==> config.mk <==
export PLATFORM = sky130hd
export DESIGN_NAME = lean_conv_monitor
export DESIGN_NICKNAME = d
export VERILOG_FILES = /design/src/rtl/lean_conv_monitor.sv
export SDC_FILE = /design/constraint.sdc
export NUM_CORES = 1
export LEC_CHECK = 0
export BUFFER_PORTS_ARGS = -buffer_cell sky130_fd_sc_hd__buf_2
export CORE_UTILIZATION = 55
export CTS_CLUSTER_DIAMETER = 200
export DETAILED_ROUTE_END_ITERATION = 8
export PLACE_DENSITY = 0.73
export SYNTH_ARGS = -nofsm -noshare
export SYNTH_HDL_FRONTEND = slang
export SYNTH_HIERARCHICAL = 1
export SYNTH_SLANG_ARGS = --single-unit
==> constraint.sdc <==
create_clock -name clk -period 5.54 [get_ports clk]
set_input_delay 0.554 -clock clk [delete_from_list [all_inputs] [get_ports clk]]
set_output_delay 0.554 -clock clk [all_outputs]
set_load 0.005 [all_outputs]
==> src/rtl/lean_conv_monitor.sv <==
// Multi-channel settling/convergence monitor: band-entry time, hold-to-pass and timeout per channel.
// Optional macro CONV_OVERSHOOT_EN adds peak_ovs_o (largest |err| seen after first band entry).

module lean_conv_monitor_ch #(
  parameter int WIDTH   = 16,
  parameter int TOL     = 64,
  parameter int HOLD    = 1024,
  parameter int TIMEOUT = 2000000,
  parameter int CW      = 22
) (
  input  logic                    clk,
  input  logic                    rst_n,
  input  logic                    arm_i,
  input  logic signed [WIDTH-1:0] tgt_i,
  input  logic signed [WIDTH-1:0] meas_i,
  input  logic                    meas_vld_i,
  output logic                    active_o,
  output logic                    conv_o,
  output logic                    tmo_o,
  output logic [CW-1:0]           settle_o
`ifdef CONV_OVERSHOOT_EN
  ,
  output logic [WIDTH-1:0]        peak_o
`endif
);

  typedef enum logic [2:0] {S_IDLE, S_SETTLE, S_HOLD, S_PASS, S_FAIL} st_e;
  localparam int HW = $clog2(HOLD + 1);

  st_e                     st_q;
  logic signed [WIDTH-1:0] tgt_q;
  logic [CW-1:0]           elapsed_q, settle_q;
  logic [HW-1:0]           hold_q;
  logic                    conv_q, tmo_q;

  logic signed [WIDTH:0]   err;
  logic [WIDTH:0]          aerr;
  logic [HW-1:0]           hold_inc;
  logic                    in_band, vin, vout, tmo_hit, hold_done, run;

  // One extra bit keeps meas - tgt exact across the full signed range.
  assign err       = {meas_i[WIDTH-1], meas_i} - {tgt_q[WIDTH-1], tgt_q};
  assign aerr      = err[WIDTH] ? $unsigned(-err) : $unsigned(err);
  assign in_band   = aerr <= (WIDTH+1)'(TOL);
  assign vin       = meas_vld_i & in_band;
  assign vout      = meas_vld_i & ~in_band;
  assign tmo_hit   = elapsed_q >= CW'(TIMEOUT - 1);
  assign hold_inc  = hold_q + HW'(1);
  assign hold_done = hold_inc == HW'(HOLD);
  assign run       = (st_q == S_SETTLE) || (st_q == S_HOLD);

`ifdef CONV_OVERSHOOT_EN
  logic             ent_q;
  logic [WIDTH-1:0] peak_q, aerr_sat;
  assign aerr_sat = aerr[WIDTH] ? '1 : aerr[WIDTH-1:0];
  assign peak_o   = peak_q;
`endif

  // The arm clock is elapsed 0, so the first evaluated clock after arm sees elapsed 1.
  always_ff @(posedge clk or negedge rst_n) begin
    if (!rst_n) begin
      st_q      <= S_IDLE;
      tgt_q     <= '0;
      elapsed_q <= '0;
      settle_q  <= '0;
      hold_q    <= '0;
      conv_q    <= 1'b0;
      tmo_q     <= 1'b0;
`ifdef CONV_OVERSHOOT_EN
      ent_q     <= 1'b0;
      peak_q    <= '0;
`endif
    end else if (arm_i) begin
      st_q      <= S_SETTLE;
      tgt_q     <= tgt_i;
      elapsed_q <= CW'(1);
      settle_q  <= '0;
      hold_q    <= '0;
      conv_q    <= 1'b0;
      tmo_q     <= 1'b0;
`ifdef CONV_OVERSHOOT_EN
      ent_q     <= 1'b0;
      peak_q    <= '0;
`endif
    end else if (run) begin
      elapsed_q <= elapsed_q + CW'(1);
      if (vin && hold_done) begin
        st_q   <= S_PASS;
        conv_q <= 1'b1;
        hold_q <= hold_inc;
        if (st_q == S_SETTLE) settle_q <= elapsed_q;
      end else if (tmo_hit) begin
        st_q     <= S_FAIL;
        tmo_q    <= 1'b1;
        settle_q <= '1;
      end else if (vin) begin
        st_q   <= S_HOLD;
        hold_q <= hold_inc;
        if (st_q == S_SETTLE) settle_q <= elapsed_q;
      end else if (vout) begin
        st_q   <= S_SETTLE;
        hold_q <= '0;
      end
`ifdef CONV_OVERSHOOT_EN
      if (vin) ent_q <= 1'b1;
      if (meas_vld_i && (ent_q || in_band) && (aerr_sat > peak_q)) peak_q <= aerr_sat;
`endif
    end
  end

  assign active_o = run;
  assign conv_o   = conv_q;
  assign tmo_o    = tmo_q;
  assign settle_o = settle_q;

endmodule

module lean_conv_monitor #(
  parameter int NCH     = 2,
  parameter int WIDTH   = 16,
  parameter int TOL     = 64,
  parameter int HOLD    = 1024,
  parameter int TIMEOUT = 2000000,
  parameter int CW      = 22
) (
  input  logic                 clk,
  input  logic                 rst_n,
  input  logic                 arm_i,
  input  logic [NCH*WIDTH-1:0] target_i,
  input  logic [NCH*WIDTH-1:0] meas_i,
  input  logic                 meas_vld_i,
  output logic                 busy_o,
  output logic                 done_o,
  output logic [NCH-1:0]       converged_o,
  output logic [NCH-1:0]       timeout_err_o,
  output logic [NCH*CW-1:0]    settle_cyc_o
`ifdef CONV_OVERSHOOT_EN
  ,
  output logic [NCH*WIDTH-1:0] peak_ovs_o
`endif
);

  logic [NCH-1:0] active;
  logic           busy_dly_q, done_q;

  for (genvar g = 0; g < NCH; g++) begin : g_ch
    lean_conv_monitor_ch #(
      .WIDTH(WIDTH), .TOL(TOL), .HOLD(HOLD), .TIMEOUT(TIMEOUT), .CW(CW)
    ) u_ch (
      .clk        (clk),
      .rst_n      (rst_n),
      .arm_i      (arm_i),
      .tgt_i      (target_i[g*WIDTH +: WIDTH]),
      .meas_i     (meas_i[g*WIDTH +: WIDTH]),
      .meas_vld_i (meas_vld_i),
      .active_o   (active[g]),
      .conv_o     (converged_o[g]),
      .tmo_o      (timeout_err_o[g]),
      .settle_o   (settle_cyc_o[g*CW +: CW])
`ifdef CONV_OVERSHOOT_EN
      ,
      .peak_o     (peak_ovs_o[g*WIDTH +: WIDTH])
`endif
    );
  end

  assign busy_o = |active;

  // An arm keeps busy high across the restart, so an aborted run never shows a falling edge.
  always_ff @(posedge clk or negedge rst_n) begin
    if (!rst_n) begin
      busy_dly_q <= 1'b0;
      done_q     <= 1'b0;
    end else begin
      busy_dly_q <= busy_o;
      done_q     <= busy_dly_q & ~busy_o;
    end
  end

  assign done_o = done_q;

endmodule

# Word-level counts from Yosys, hierarchy flattened

Index checks and enable logic that the tools add are counted.

Div/mod/pow operators: 0
$mul: 0
Bitwise logic cells: 8
Shift operators: 0
Magnitude comparators: 4
Reductions and logical operators: 27
Equality and inequality tests: 10
Multiplexer cells: 56
Add/sub/neg operators: 8

Operators by type and width:

| cell                    | count |
|---|---|
| $mux W22                | 16 |
| $mux W11                | 12 |
| $add A22 B1 Y22 const B | 2 |
| $ge A22 B21 Y1 const B  | 2 |
| $mux W3                 | 12 |
| $le A17 B7 Y1 const B   | 2 |
| $mux W17                | 2 |
| $neg A17 Y17            | 2 |
| $sub A16 B16 Y17        | 2 |
| $add A11 B1 Y11 const B | 2 |
| $eq A11 B11 Y1 const B  | 2 |
| $reduce_bool A4 Y1      | 4 |
| $mux W1                 | 14 |
| $reduce_and A2 Y1       | 6 |
| $reduce_and A3 Y1       | 4 |
| $reduce_bool A2 Y1      | 6 |
| $reduce_bool A5 Y1      | 2 |
| $eq A3 B1 Y1 const B    | 2 |
| $eq A3 B2 Y1 const B    | 2 |
| $ne A3 B3 Y1 const B    | 2 |
| $and A1 B1 Y1           | 5 |
| $ne A2 B2 Y1 const B    | 2 |
| $not A1 Y1              | 3 |
| $logic_and A1 B1 Y1     | 2 |
| other kinds (2)         | 3 |

Memories: 0
Output and inout bits: 50
ROM bits: 0
Register bits after elaboration: 154
Word-level logic and storage cells: 129
Bits in latches: 0
Bits in writable memories: 0
Input bits: 68

# Depth between registers and ports, before layout

Word-level depth: 12
Depth in mapped cells: 17
Depth with buffers taken out: 15

# Cells and area by module

Netlist, hierarchy kept.

By module, submodules not included:

| module                              | sequential area each (sq um) | cells an instance | area an instance (sq um) | instances |
|---|---|---|---|---|
| lean_conv_monitor_ch (g_ch[1].u_ch) | 1,901.8                      | 619               | 5,313.8                  | 1 |
| lean_conv_monitor_ch (g_ch[0].u_ch) | 1,901.8                      | 528               | 4,779.6                  | 1 |
| lean_conv_monitor                   | 50.0                         | 4                 | 63.8                     | 1 |

# Least setup slack after synthesis

No wires, ideal clock.

Path type: input-to-reg
Start: input meas_i[0]
End: register g_ch[0].u_ch.hold_q[3]
Slack: 0.805 ns
Data required time: 5.405 ns
Data arrival time: 4.601 ns
Stages: 17
Cells stage by stage: inv_1 ha_1 inv_1 fa_1 a211oi_2 o21ai_2 xor2_2 or3b_4 or4_4 o311a_1 a211o_1 or4_4 buf_6 o41a_1 buf_2 a21oi_1 o22ai_1

Word-level cells in the longest chain between the ends: 10

RTL lines:

| element              | line | RTL |
|---|---|---|
| from (decl)          | 130  | `input logic [NCH*WIDTH-1:0] meas_i,` |
| $sub A16 B16 Y17 (*) | 42   | `assign err = {meas_i[WIDTH-1], meas_i} - {tgt_q[WIDTH-1], tgt_q};` |
| $neg A17 Y17         | 43   | `assign aerr = err[WIDTH] ? $unsigned(-err) : $unsigned(err);` |
| $mux W17 (*)         | 43   |  |
| $le A17 B7 Y1 (*)    | 44   | `assign in_band = aerr <= (WIDTH+1)'(TOL);` |
| $and A1 B1 Y1        | 45   | `assign vin = meas_vld_i & in_band;` |
| $mux W11             | 96   | `end else if (vin) begin` |
| $mux W11             | 92   | `end else if (tmo_hit) begin` |
| $mux W11             | 87   | `if (vin && hold_done) begin` |
| $mux W11             | 85   | `end else if (run) begin` |
| $mux W11             | 73   | `end else if (arm_i) begin` |
| to (signal assigned) | 90   | `hold_q <= hold_inc;` |
| to (signal assigned) | 98   | `hold_q <= hold_inc;` |
| to (decl)            | 33   | `logic [HW-1:0] hold_q;` |

Every way passes the cells marked *; elsewhere a longest branch is shown, timed or not. The select of a mux whose other input is x is not followed.
A chain may end at the register's enable or synchronous reset.

# Worst setup path in the final report

Start: register g_ch[0].u_ch.tgt_q[0]
End: register g_ch[0].u_ch.hold_q[4]

Word-level cells in the longest chain between the ends: 10

RTL lines:

| element                | line | RTL |
|---|---|---|
| from (decl)            | 31   | `logic signed [WIDTH-1:0] tgt_q;` |
| from (signal assigned) | 75   | `tgt_q <= tgt_i;` |
| $sub A16 B16 Y17 (*)   | 42   |  |
| $neg A17 Y17           | 43   |  |
| $mux W17 (*)           | 43   |  |
| $le A17 B7 Y1 (*)      | 44   |  |
| $and A1 B1 Y1          | 45   |  |
| $mux W11               | 96   |  |
| $mux W11               | 92   |  |
| $mux W11               | 87   |  |
| $mux W11               | 85   |  |
| $mux W11               | 73   |  |

Marked as above.

==> key figures <==
Run status
  • Status: finished, final reports clean

Logic synthesis
  • Synth async-reset ratio: 100%
  • Proportion of synthesized area in mux cells: 1.13%
  • Register area share after synthesis: 37.9%
  • Post-Synth XOR/XNOR Area: 6.20%
  • Post-synth net total: 1,257
  • Syn avg cell area: 8.82 µm²
  • EDFF count, synth: 0
  • Distinct cells, synth: 88
  • Post-synth top flop: dfrtp_1
  • Largest family of logic cells by synthesized area: compound AO/OA/AOI/OAI gates
  • Simple-gate area share of the yosys netlist: 22.4%
  • Post-Synth Adder-Cell Area: 4.83%
  • Synth warn: 6
  • Post-synthesis compound-gate area fraction: 22.6%
  • Mapped cell area: 10,200 µm²
  • Yosys reg bits: 154
  • Cell count after synthesis: 1,151

Clock network
  • # resized after CTS: 0
  • Clk sinks: 154
  • Htree depth: 4
  • CTS Hold Bufs: 0
  • Worst-Skew Late Latency: 0.43 ns
  • Root Buffer: clkbuf_16
  • Clock slew at reported path FFs: 0.07 ns
  • Total CTS buffers: 17
  • Post-CTS Repair Setup Buffers: 0
  • TritonCTS clock tree: built
  • Clk buf depth: 2

Setup path
  • Startpoint types: flip-flop
  • CP Cell Sequence: ha_1 -> inv_1 -> fa_1 -> a211oi_2 -> o21ai_2 -> a2111oi_0 -> a211oi_1 -> or4_4 -> o311a_1 -> a211o_1 -> or4_4 -> nor3_2 -> nand3_1 -> o41ai_1
  • Largest fanout on the critical path: 13
  • Crit path kind: reg2reg
  • Critical Path AT: 5.36 ns
  • Slowest stage delay, CP: 0.60 ns
  • CP Data Required Time: 5.85 ns
  • Crit-path most repeated cell: or4_4
  • WP depth: 14
  • CP max stage cell: or4_4
  • Crit path buf inv count: 1
  • R2r startpoint: g_ch[0].u_ch/tgt_q[0]
  • Cell family with most CP delay: compound AO/OA/AOI/OAI gates
  • R2R setup slack: 0.48 ns
  • Reg2Reg Capture Point: g_ch[0].u_ch/hold_q[4]
  • R2r worst-path depth: 14
  • Crit end category: flip-flop

STA
  • Slew Limit Headroom: 37.2%
  • Slew @ Worst Pin: 0.943 ns
  • F_max: 198 MHz
  • RSZ-0062 raised after global routing: false
  • Final setup viols: 0
  • Final setup TNS: 0 ns
  • Part of the cycle the worst path needs: 91.3%
  • Final hold slack: 0.239 ns
  • Layout Skew: 0.0144 ns
  • Crit path time final: 5.06 ns
  • Final Hold Viols: 0
  • Worst Slack Setup Final: 0.483 ns
  • Final Max Slew Viols: 0

Global routing
  • Gr ovfl total: 0
  • Initial antenna violation count: 1
  • Number of global-route vias before repair: 8,307
  • Largest net degree at the start of global routing: 100
  • First-pass GRT wire length: 38.8 mm
  • All-layer global routing usage: 25.4%

Placement
  • Worst slack after detailed placement: 0.200 ns
  • DP HPWL: 15.7 mm
  • Placed inst area: 10,800 µm²
  • Routability cong.: 0.887
  • IO buf count: 117
  • Placed insts: 1,443

Cells and area
  • Final instance area: 11,400 µm²
  • Post-Layout Cell Count: 1,474
  • Layout cell share with drive strength beyond 1: 15.3%
  • Final nets: 1,339
  • Utilization after layout: 63.3%
  • Fillers: 1,599
  • Layout area overhead: 12.4%

Route
  • Detail Route Antenna Nets: 0
  • Routed vias: 8,962
  • # DRC: 0
  • Pre-Repair DR Iteration Count: 5
  • Vias per cell: 6.08
  • WL/cell: 15.7 µm
  • Drt total wl: 23.2 mm
  • Starting DRT DRC Count: 614

Min path
  • Path category of the worst min-delay check: in2async

Pwr
  • Psw: 958 µW
  • Worst VDD drop: 210 µV
  • Total power: 3.10 mW
  • P_int: 2.14 mW
  • Leakage power: 4.96 nW
  • Power density cells: 272 nW/µm²
  • Comb power frac: 23.1%
  • Clock Power Share: 38.1%
  • Switching portion of total power: 30.9%
  • Sequential Power Share: 38.8%

Die
  • IO Count: 118
  • Die Span Y: 138 µm
  • Number of cell rows: 49
  • Die ar.: 19,000 µm²
  • Core Box Area: 18,000 µm²
  • Initial Util: 56.4%
  • Die boundary width: 138 µm

Job
  • Max-cap viol count: 0
-- cell families after synthesis --
family | Yosys count
compound gates | 311
fa+ha+maj | 38
buf+inv | 120
xor+xnor | 71
flops | 154
simple gates | 446
mux | 11
-- cell usage after synthesis, types with 13 or more instances --
| cell | n | area, µm² |
|---|---|---|
| a21oi_1 | 50 | 250 |
| and3_1 | 18 | 113 |
| buf_2 | 13 | 65.1 |
| clkbuf_1 | 40 | 150 |
| dfrtp_1 | 154 | 3850 |
| ha_1 | 36 | 450 |
| inv_1 | 57 | 214 |
| nand2_1 | 104 | 390 |
| nand2b_1 | 17 | 106 |
| nand3_1 | 40 | 200 |
| nand4_1 | 18 | 113 |
| nor2_1 | 101 | 379 |
| nor3_1 | 39 | 195 |
| nor4_1 | 42 | 263 |
| o211ai_1 | 13 | 97.6 |
| o21ai_0 | 64 | 320 |
| o21ai_1 | 19 | 95.1 |
| o221a_1 | 21 | 236 |
| o22a_1 | 24 | 210 |
| xnor2_1 | 28 | 245 |
| xor2_1 | 42 | 368 |
-- power by group through the flow --
stage                     logic (mW)  clock network (mW)  registers (mW)
after floorplan                0.525                   0            1.22
after global placement         0.697                   0            1.22
after detailed placement       0.707                   0            1.22
after CTS                      0.712                1.22            1.20
after global routing           0.801                1.26            1.21
final                          0.716                1.18            1.20
-- layout make-up --
type / instances / area (µm²) / share of cell area [%]
Timing Repair Buffer: 125 / 654 / 5.73
Multi-Input combinational cell: 877 / 5810 / 50.9
Sequential cell: 154 / 3850 / 33.7
Clock inverter: 11 / 138 / 1.21
Antenna cell: 1 / 2.50 / 0.0219
Inverter: 58 / 218 / 1.91
Tap cell: 229 / 287 / 2.51
Clock buffer: 19 / 453 / 3.97
-- metal layers --
| metal | global-route usage (%) | vias up | part of all wire [%] |
|---|---|---|---|
| li1 | - | 4411 | - |
| met1 | 33.7 | 4301 | 47 |
| met2 | 42.2 | 214 | 48 |
| met3 | 4.06 | 36 | 3.4 |
| met4 | 8.15 | 0 | 1.6 |
| met5 | 0 | - | 0 |
-- flip-flops by register name (all words and copies together) (netlist names) --
name / count
busy_dly_q: 1
g_ch.u_ch/elapsed_q: 44
done_o: 1
g_ch.u_ch/settle_o: 44
g_ch.u_ch/tmo_o: 2
g_ch.u_ch/st_q: 6
g_ch.u_ch/conv_o: 2
g_ch.u_ch/tgt_q: 32
g_ch.u_ch/hold_q: 22
-- cell usage in the layout (no fill, tap or decap), types with 5 or more instances in the layout --
cell type	n
o221a_1	21
a21oi_1	50
nand4_1	18
nor3_1	39
nor4_1	42
a31oi_1	8
dfrtp_1	154
nor4b_1	12
xor2_1	42
and3_1	18
or3_1	12
o21ai_0	64
o21ai_1	19
a211oi_1	10
o31ai_1	7
nand2_1	104
clkbuf_16	17
xnor2_1	28
nor2_1	101
a21o_1	10
ha_1	36
and2_1	5
o21a_1	12
o211ai_1	13
buf_4	9
nand3_1	40
nand2b_1	17
inv_1	57
o41ai_1	6
o22a_1	24
or2_2	5
buf_2	115
and4_1	8
a211o_1	12
mux2i_1	7
-- how the worst max path moves through the flow --
stage / from / to / slack, ns
2_1_floorplan: meas_i[0] / g_ch[0].u_ch/hold_q[3] / 0.80
3_3_place_gp: meas_i[0] / g_ch[0].u_ch/hold_q[4] / 0.37
3_5_place_dp: meas_i[0] / g_ch[0].u_ch/hold_q[4] / 0.20
4_1_cts: g_ch[0].u_ch/tgt_q[0] / g_ch[0].u_ch/hold_q[4] / 0.50
5_1_grt: g_ch[0].u_ch/tgt_q[0] / g_ch[0].u_ch/hold_q[4] / 0.03
6_report: g_ch[0].u_ch/tgt_q[0] / g_ch[0].u_ch/hold_q[4] / 0.48
No activity file was read; power rests on OpenSTA's default activity.
